$ cat src/rtl/pc_fetch_unit.sv
// Fetch front end: owns the PC, issues one imem read at a time, delivers {pc, pc+4, instr} to IF/ID.
// Latency: ack at edge N -> if_valid after edge N; backpressure: id_stall parks one word in a skid, then drops imem_req.
module pc_fetch_unit #(
  parameter logic [31:0] RESET_PC  = 32'h0000_0000,
  parameter logic [31:0] NOP_INSTR = 32'h0000_0000
) (
  input  logic        clk,
  input  logic        rst_n,
  input  logic        redirect_valid,
  input  logic [31:0] redirect_pc,
  input  logic        id_stall,
  output logic        imem_req,
  output logic [31:0] imem_addr,
  input  logic        imem_ack,
  input  logic [31:0] imem_rdata,
  output logic        if_valid,
  output logic [31:0] if_pc,
  output logic [31:0] if_pc_plus4,
  output logic [31:0] if_instr
);

  typedef enum logic [1:0] {IDLE, FETCH, FULL, DRAIN} state_t;

  state_t      state;
  logic [31:0] fetch_pc;
  logic [31:0] skid_pc;
  logic [31:0] skid_instr;
  logic [31:0] pc_next;
  logic [31:0] redirect_tgt;
  logic        slot_free;

  assign pc_next      = fetch_pc + 32'd4;
  assign redirect_tgt = {redirect_pc[31:2], 2'b00};
  assign slot_free    = !if_valid || !id_stall;

  // imem_addr is its own register so it can keep presenting the abandoned
  // request address in DRAIN while fetch_pc already points at the target.
  always_ff @(posedge clk) begin
    if (!rst_n) begin
      state       <= IDLE;
      fetch_pc    <= RESET_PC;
      imem_req    <= 1'b0;
      imem_addr   <= RESET_PC;
      skid_pc     <= 32'h0;
      skid_instr  <= NOP_INSTR;
      if_valid    <= 1'b0;
      if_pc       <= 32'h0;
      if_pc_plus4 <= 32'h0;
      if_instr    <= NOP_INSTR;
    end else if (redirect_valid) begin
      if_valid <= 1'b0;
      if_instr <= NOP_INSTR;
      fetch_pc <= redirect_tgt;
      imem_req <= 1'b1;
      if (imem_req && !imem_ack) begin
        state <= DRAIN;
      end else begin
        state     <= FETCH;
        imem_addr <= redirect_tgt;
      end
    end else begin
      case (state)
        IDLE: begin
          state     <= FETCH;
          imem_req  <= 1'b1;
          imem_addr <= fetch_pc;
        end
        FETCH: begin
          if (imem_ack) begin
            fetch_pc  <= pc_next;
            imem_addr <= pc_next;
            if (slot_free) begin
              if_valid    <= 1'b1;
              if_pc       <= fetch_pc;
              if_pc_plus4 <= pc_next;
              if_instr    <= imem_rdata;
            end else begin
              skid_pc    <= fetch_pc;
              skid_instr <= imem_rdata;
              state      <= FULL;
              imem_req   <= 1'b0;
            end
          end else if (slot_free) begin
            if_valid <= 1'b0;
            if_instr <= NOP_INSTR;
          end
        end
        FULL: begin
          if (!id_stall) begin
            if_valid    <= 1'b1;
            if_pc       <= skid_pc;
            if_pc_plus4 <= skid_pc + 32'd4;
            if_instr    <= skid_instr;
            state       <= FETCH;
            imem_req    <= 1'b1;
            imem_addr   <= fetch_pc;
          end
        end
        DRAIN: begin
          if (imem_ack) begin
            state     <= FETCH;
            imem_addr <= fetch_pc;
          end
        end
        default: begin
          state    <= IDLE;
          imem_req <= 1'b0;
        end
      endcase
    end
  end

  a_req_stable: assert property (@(posedge clk)
    (rst_n && imem_req && !imem_ack) |=> (imem_req && $stable(imem_addr)));

  a_plus4: assert property (@(posedge clk)
    if_valid |-> (if_pc_plus4 == if_pc + 32'd4));

endmodule

$ cat config.mk
export PLATFORM = sky130hd
export DESIGN_NAME = pc_fetch_unit
export DESIGN_NICKNAME = d
export VERILOG_FILES = /design/src/rtl/pc_fetch_unit.sv
export SDC_FILE = /design/constraint.sdc
export NUM_CORES = 1
export LEC_CHECK = 0
export CAP_MARGIN = 40
export CORE_MARGIN = 1.5
export CORE_UTILIZATION = 25
export CTS_BUF_LIST = sky130_fd_sc_hd__clkbuf_4 sky130_fd_sc_hd__clkbuf_8 sky130_fd_sc_hd__clkbuf_16
export CTS_CLUSTER_SIZE = 28
export DETAILED_ROUTE_END_ITERATION = 10
export HOLD_SLACK_MARGIN = 0.06
export PLACE_DENSITY = 0.49
export SLEW_MARGIN = 20
export SYNTH_ARGS = -nofsm -noshare
export SYNTH_HDL_FRONTEND = slang
export SYNTH_SLANG_ARGS = --single-unit
export TNS_END_PERCENT = 1
$ cat constraint.sdc
create_clock -name clk -period 3.3 [get_ports clk]
set_input_delay 0.66 -clock clk [delete_from_list [all_inputs] [get_ports clk]]
set_output_delay 0.66 -clock clk [all_outputs]
set_load 0.01 [all_outputs]
==> flow_summary.json <==
{
  "dieArea_sq_um": 44200,
  "cts_resized": 0,
  "drtPass1Iterations": 5,
  "insertion_delay_ps": 550,
  "dp.final_hpwl_um": 26500,
  "layout_common_cells": "nand2_1 (297), dfxtp_1 (218), clkdlybuf4s50_1 (188)",
  "io_pins": 199,
  "grt_max_degree": 89,
  "max_slew_margin_pct": 48.2,
  "skew_ps": 20.4,
  "post-place-ws_ps": 355,
  "ant_nets": 0,
  "nFillCells": 4419,
  "ys.flop_type": "dfxtp_1",
  "die_height_um": 210,
  "seq_area_frac_synth_pct": 40.6,
  "fin_nets": 1598,
  "track_usage_pct": 16.8,
  "synthesis.area_sq_um": 10700,
  "chipWidth_um": 210,
  "yosys-top-cells-area": "dfxtp_1 (41%), nand2_1 (10%), a21oi_1 (5.8%)",
  "antenna_found_initial": 0,
  "layout_commonest_cell": "nand2_1",
  "cts_setup_buffers": 0,
  "max_stage_delay_ps": 710,
  "synthCells": 1402,
  "clock_sinks": 218,
  "worstSetupPathType": "flip-flop to flip-flop",
  "end_kind": "flip-flop",
  "syn_to_final_growth_pct": 32.0,
  "worstPathRequired_ps": 3740,
  "powerDensity_nw_per_um2": 492,
  "root_buffer": "clkbuf_16",
  "synth-seq-cells": 218,
  "crit_chain": "ha_1 -> nand4_2 -> or4_1 -> o31a_1 -> or3_1 -> a32o_1",
  "core_area_sq_um": 42100,
  "clkTransAtPathRegs_ps": 60,
  "postSynthAreaPerCell_sq_um": 7.66,
  "ir_drop_mv": 0.258,
  "cpMaxStageDelayCell": "or4_1",
  "path_delay_family": "simple AND/OR/NAND/NOR gates",
  "cts.path.max_buffers": 3,
  "antenna_cells": 0,
  "yosys.area.top_type_share_pct": 40.6,
  "rows": 75,
  "max_freq_mhz": 367,
  "min_path_type": "flip-flop to flip-flop",
  "setup_violations": 0,
  "drive_gt1_share_pct": 7.56,
  "tns_ps": 0,
  "cts_tree": "done",
  "synthArstFlopShare_pct": 0,
  "synth_top_area_cell": "dfxtp_1",
  "yosysWarnings": 0,
  "gp_congestion": 0.843,
  "setup_slack_ps": 573,
  "critPathArrivalTime_ps": 3170,
  "synth_cell_types": 52,
  "placed_cell_area_sq_um": 13200,
  "worstMarginPinSlew_ps": 777,
  "final_area_sq_um": 14200,
  "htree_levels": 1,
  "vias": 10600,
  "finalPower_mw": 6.97,
  "start_util_pct": 25.5,
  "drc": 0,
  "drv_slew": 0,
  "overflow": 0,
  "io_buffers": 190,
  "grt_pass1_wl_um": 58700,
  "viasPerCell": 5.07,
  "regToRegSetupSlack_ps": 570,
  "p_leak_nw": 4.66,
  "drtIter0Drc": 729,
  "layout_min_cycle_time_ps": 2730,
  "hold_buffers": 0,
  "grt_pass1_vias": 9922,
  "status": "finished, final reports clean",
  "cp.buffers_inverters": 0,
  "max_cap_violations": 0,
  "cts_buffers": 26,
  "worstPathMaxFanout": 6,
  "wl_per_cell_um": 18.4,
  "rsz0062_at_grt": "false",
  "wl_um": 38500,
  "start_kind": "flip-flop",
  "hold_viol": 0,
  "finalCritPeriodShare_pct": 82.6,
  "synth_edf_count": 0
}
[layout make-up]
| cell class | count | area [sq um] | area share, % |
|---|---|---|---|
| Multi-Input combinational cell | 1031 | 5780 | 40.7 |
| Sequential cell | 218 | 4360 | 30.8 |
| Inverter | 9 | 35.0 | 0.247 |
| Clock buffer | 39 | 810 | 5.71 |
| Tap cell | 539 | 674 | 4.76 |
| Clock inverter | 9 | 155 | 1.09 |
| Timing Repair Buffer | 241 | 2360 | 16.7 |
[registers in the layout (all words and copies together), names as in the netlist]
signal	cells
skid_pc	30
imem_addr	30
imem_req	1
skid_instr	32
if_valid	1
fetch_pc	30
if_pc_plus4	30
state	2
if_instr	32
if_pc	30
[stage by stage]
step,hold slack (ps),std cells,util (%)
floorplan,437,1407,-
global placement,442,2036,31.3
finish,454,2086,33.7
detailed placement,447,2037,31.3
CTS,455,2085,33.6
global route,476,2086,33.7
[cells in the mapped netlist (all sizes together) (3+ instances only)]
library cell  number
a21oi            124
a221o              4
a221oi             3
a311oi            61
a31oi              6
a32o              11
and2               3
and3               5
and4               9
buf               36
clkbuf           113
dfxtp            218
inv                8
mux2i              4
nand2            297
nand2b            14
nand3             80
nand3b            10
nand4             25
nor2              90
nor2b              3
nor3              37
nor4              22
o211a              4
o211ai            18
o21a               5
o21ai             46
o221ai             5
o31a               7
o31ai             12
or3               14
or4                6
xnor2             62
xor2              22
[per-layer routing]
metal	track usage, %	wire length, um	up-vias
met1	22.7	17900	5104
met4	4.19	575	0
met3	2.25	1750	34
li1	-	-	5195
met5	0	0	-
met2	28.3	18300	233
[report_power, final]
group          internal (mW)  switching, mW
combinational          0.412          0.480
sequential              2.75          0.116
clock                   2.01           1.21
[tightest hold or removal path: cells and delay by family, from the launching register on]
family | cells | cell delay [ps]
flops | 1 | 310
compound gates | 1 | 50
simple gates | 1 | 50
[logic make-up (layout without fill, tap and decap cells)]
kind of cell             Yosys count  in the layout  synth area share (%)
AO/OA/AOI/OAI                    316            316                  19.4
XOR/XNOR                          84             84                  6.85
adder cells (fa/ha/maj)            2              2                 0.233
buffers and inverters            158            298                  6.11
flip-flops                       218            218                  40.6
multiplexers                       4              4                 0.373
other                              1              6                0.0349
AND/OR/NAND/NOR                  619            619                  26.4
[worst paths after layout]
path	start	to	cells after the start
worst max-delay path	skid_pc[2]	if_pc_plus4[30]	6
worst min register to register	skid_instr[24]	skid_instr[24]	2
worst max register to register	skid_pc[2]	if_pc_plus4[30]	6
worst min-delay path	skid_instr[24]	skid_instr[24]	2
Note: power is estimated with default switching activity, not from simulation.
==> RTL edit (config.mk and constraints unchanged) <==
Reset style: asynchronous (`rst_n`), changed in one clocked block.
--- a/src/rtl/pc_fetch_unit.sv
+++ b/src/rtl/pc_fetch_unit.sv
@@ -36,5 +36,5 @@
   // imem_addr is its own register so it can keep presenting the abandoned
   // request address in DRAIN while fetch_pc already points at the target.
-  always_ff @(posedge clk) begin
+  always_ff @(posedge clk or negedge rst_n) begin
     if (!rst_n) begin
       state       <= IDLE;
Formal check against the unedited RTL: not equivalent (a bounded check fails within 4 cycles, from zero or initial values and one cycle with rst_n low; the reset may be asserted at any time).
==> RTL edit against the unedited design <==
- non-clock buffer count is 18 lower
- utilization decreased by 0.87 points
- hold slack got worse by 0.34 ns
- sequential cell count is 1 higher
- setup slack better by 0.20 ns
- routed wire length down 1.7%
- area after synthesis increased by 8.4%
- synthesized cell count shrank 17%
- final area grew 5.6%
- highest routed layer is now met5
Power is not compared: it rests on default switching activity, and its combinational part moved more than twofold at a synthesized area within 25%.
==> RTL edit: results <==
[worst_setup_path]
worst_path_max_delay_cell = dfrtp_1
critical_path.max_stage_delay_ns = 0.44
worst_setup_path_startpoint = state[1]
worst-path-max-fanout = 32

[sta]
timing.clock.skew_ns = 0.0311
rel_slew_slack_pct = 55.2

[global_routing]
first_global_vias = 9242
grtUsageTotal_pct = 15.6
largest_net_degree_at_the_start_of_global_routing = 80
grt.met3_usage_pct = 2.43
grt_first_pass_wirelength_um = 57600
use_met1_pct = 20.9
gr_layer_usage_met2_pct = 26.0
grt_antenna_before_repair = 2

[cts]
postCtsSetupBuffers = 0
cts-htree-levels = 1
clk_latency_ns = 0.57
cts_made_buffers = 27
worst_setup_hold_path_clk_slew_ns = 0.06
clock_tree.buffer_depth = 3
cts_root_buf = clkbuf_16
post_cts_resize_count = 0

[yosys]
post_synth_num_cell_types = 68
ys_seq_area_share_pct = 47.1
async_reset_ff_share_pct = 100
synth_top_cells_by_area = dfrtp_1, mux2_2, nand2_1
synth_top_cells_by_count = dfrtp_1, nand2_1, mux2_2, o21ai_0, clkbuf_1
ys.warnings.count = 0

[finish]
antenna_cells_inserted = 0
layout.filler_cells = 4760
share_of_post_route_cells_with_drive_strength_above_1_pct = 13.9
fin_nets = 1374
biggestRegsByFlops = if_instr (32), skid_instr (32), imem_addr (31)

[place]
gp_routability_congestion = 0.810
hpwlAfterDp_um = 26900
buffer_ports.inserted = 192
setup_ws_pre_cts_ns = 0.455

[route]
route.detailed.vias_per_inst = 4.91
drt-pass1-iter-count = 6
drt_wl_total_um = 37800
dr.first_iter.drc_count = 554

[min_path]
min_delay_worst_type = input pin to asynchronous set/reset pin

[pwr]
worst_ir_drop_vdd_v = 0.000471
power.net_switching_uw = 4540
cellLeakagePower_uw = 0.00591

[status]
status = completed
[RTL edit: critical path: cells and delay by family, from the launching register on]
family	cells	cell delay [ns]
flops	1	0.44
buf+inv	3	0.84
simple gates	2	0.53
fa+ha+maj	1	0.19
mux	1	0.39
[RTL edit: logic make-up (layout without fill, tap and decap cells)]
logic type      after synthesis  in the layout  synth area share [%]
mux                         122            122                  11.3
simple gates                353            353                  15.6
xor+xnor                     85             85                  6.39
flops                       219            219                  47.1
other cells                   1              4                0.0322
buf+inv                     124            276                  5.12
fa+ha+maj                     6              6                 0.645
compound gates              250            250                  13.8
[RTL edit: layout make-up]
cell class | count | area [sq um] | share of cell area, %
clock inverters | 5 | 68.8 | 0.460
multi-input cells | 820 | 5610 | 37.5
repair buffers | 223 | 2230 | 14.9
flip-flops and latches | 219 | 5480 | 36.6
inverters | 8 | 30.0 | 0.201
well taps | 600 | 751 | 5.01
clock buffers | 40 | 798 | 5.33
[RTL edit: worst paths after layout]
kind | slack, ns | depth (start not counted) | end
max | 0.78 | 7 | skid_pc[5]
min | 0.11 | 1 | if_instr[6]
max reg2reg | 0.78 | 7 | skid_pc[5]
min reg2reg | 0.47 | 2 | if_instr[4]
max in group asynchronous | 2.43 | 2 | imem_addr[5]
min in group clk | 0.47 | 2 | if_instr[4]
[RTL edit: metrics by stage]
stage | cell area [sq um] | utilization (%) | hold slack [ns] | instances
floorplan | 11700 | - | 0.364 | 1163
global placement | 14100 | 30.9 | 0.462 | 1870
detailed placement | 14100 | 30.9 | 0.467 | 1870
CTS | 15000 | 32.8 | 0.132 | 1915
global route | 15000 | 32.8 | 0.145 | 1915
finish | 15000 | 32.8 | 0.110 | 1915
[RTL edit: routing by layer]
metal,wire length (um),vias up
li1,-,4445
met1,17100,4705
met2,18300,201
met3,1620,49
met4,873,4
met5,26,-
[RTL edit: power by group through the flow]
stage               registers, uW  clock network, uW  logic, uW
floorplan                    4510                  0       2440
CTS                          4590               3030       4840
finish                       4570               2940       4750
global placement             4590                  0       4780
global route                 4710               3140       5190
detailed placement           4630                  0       4820
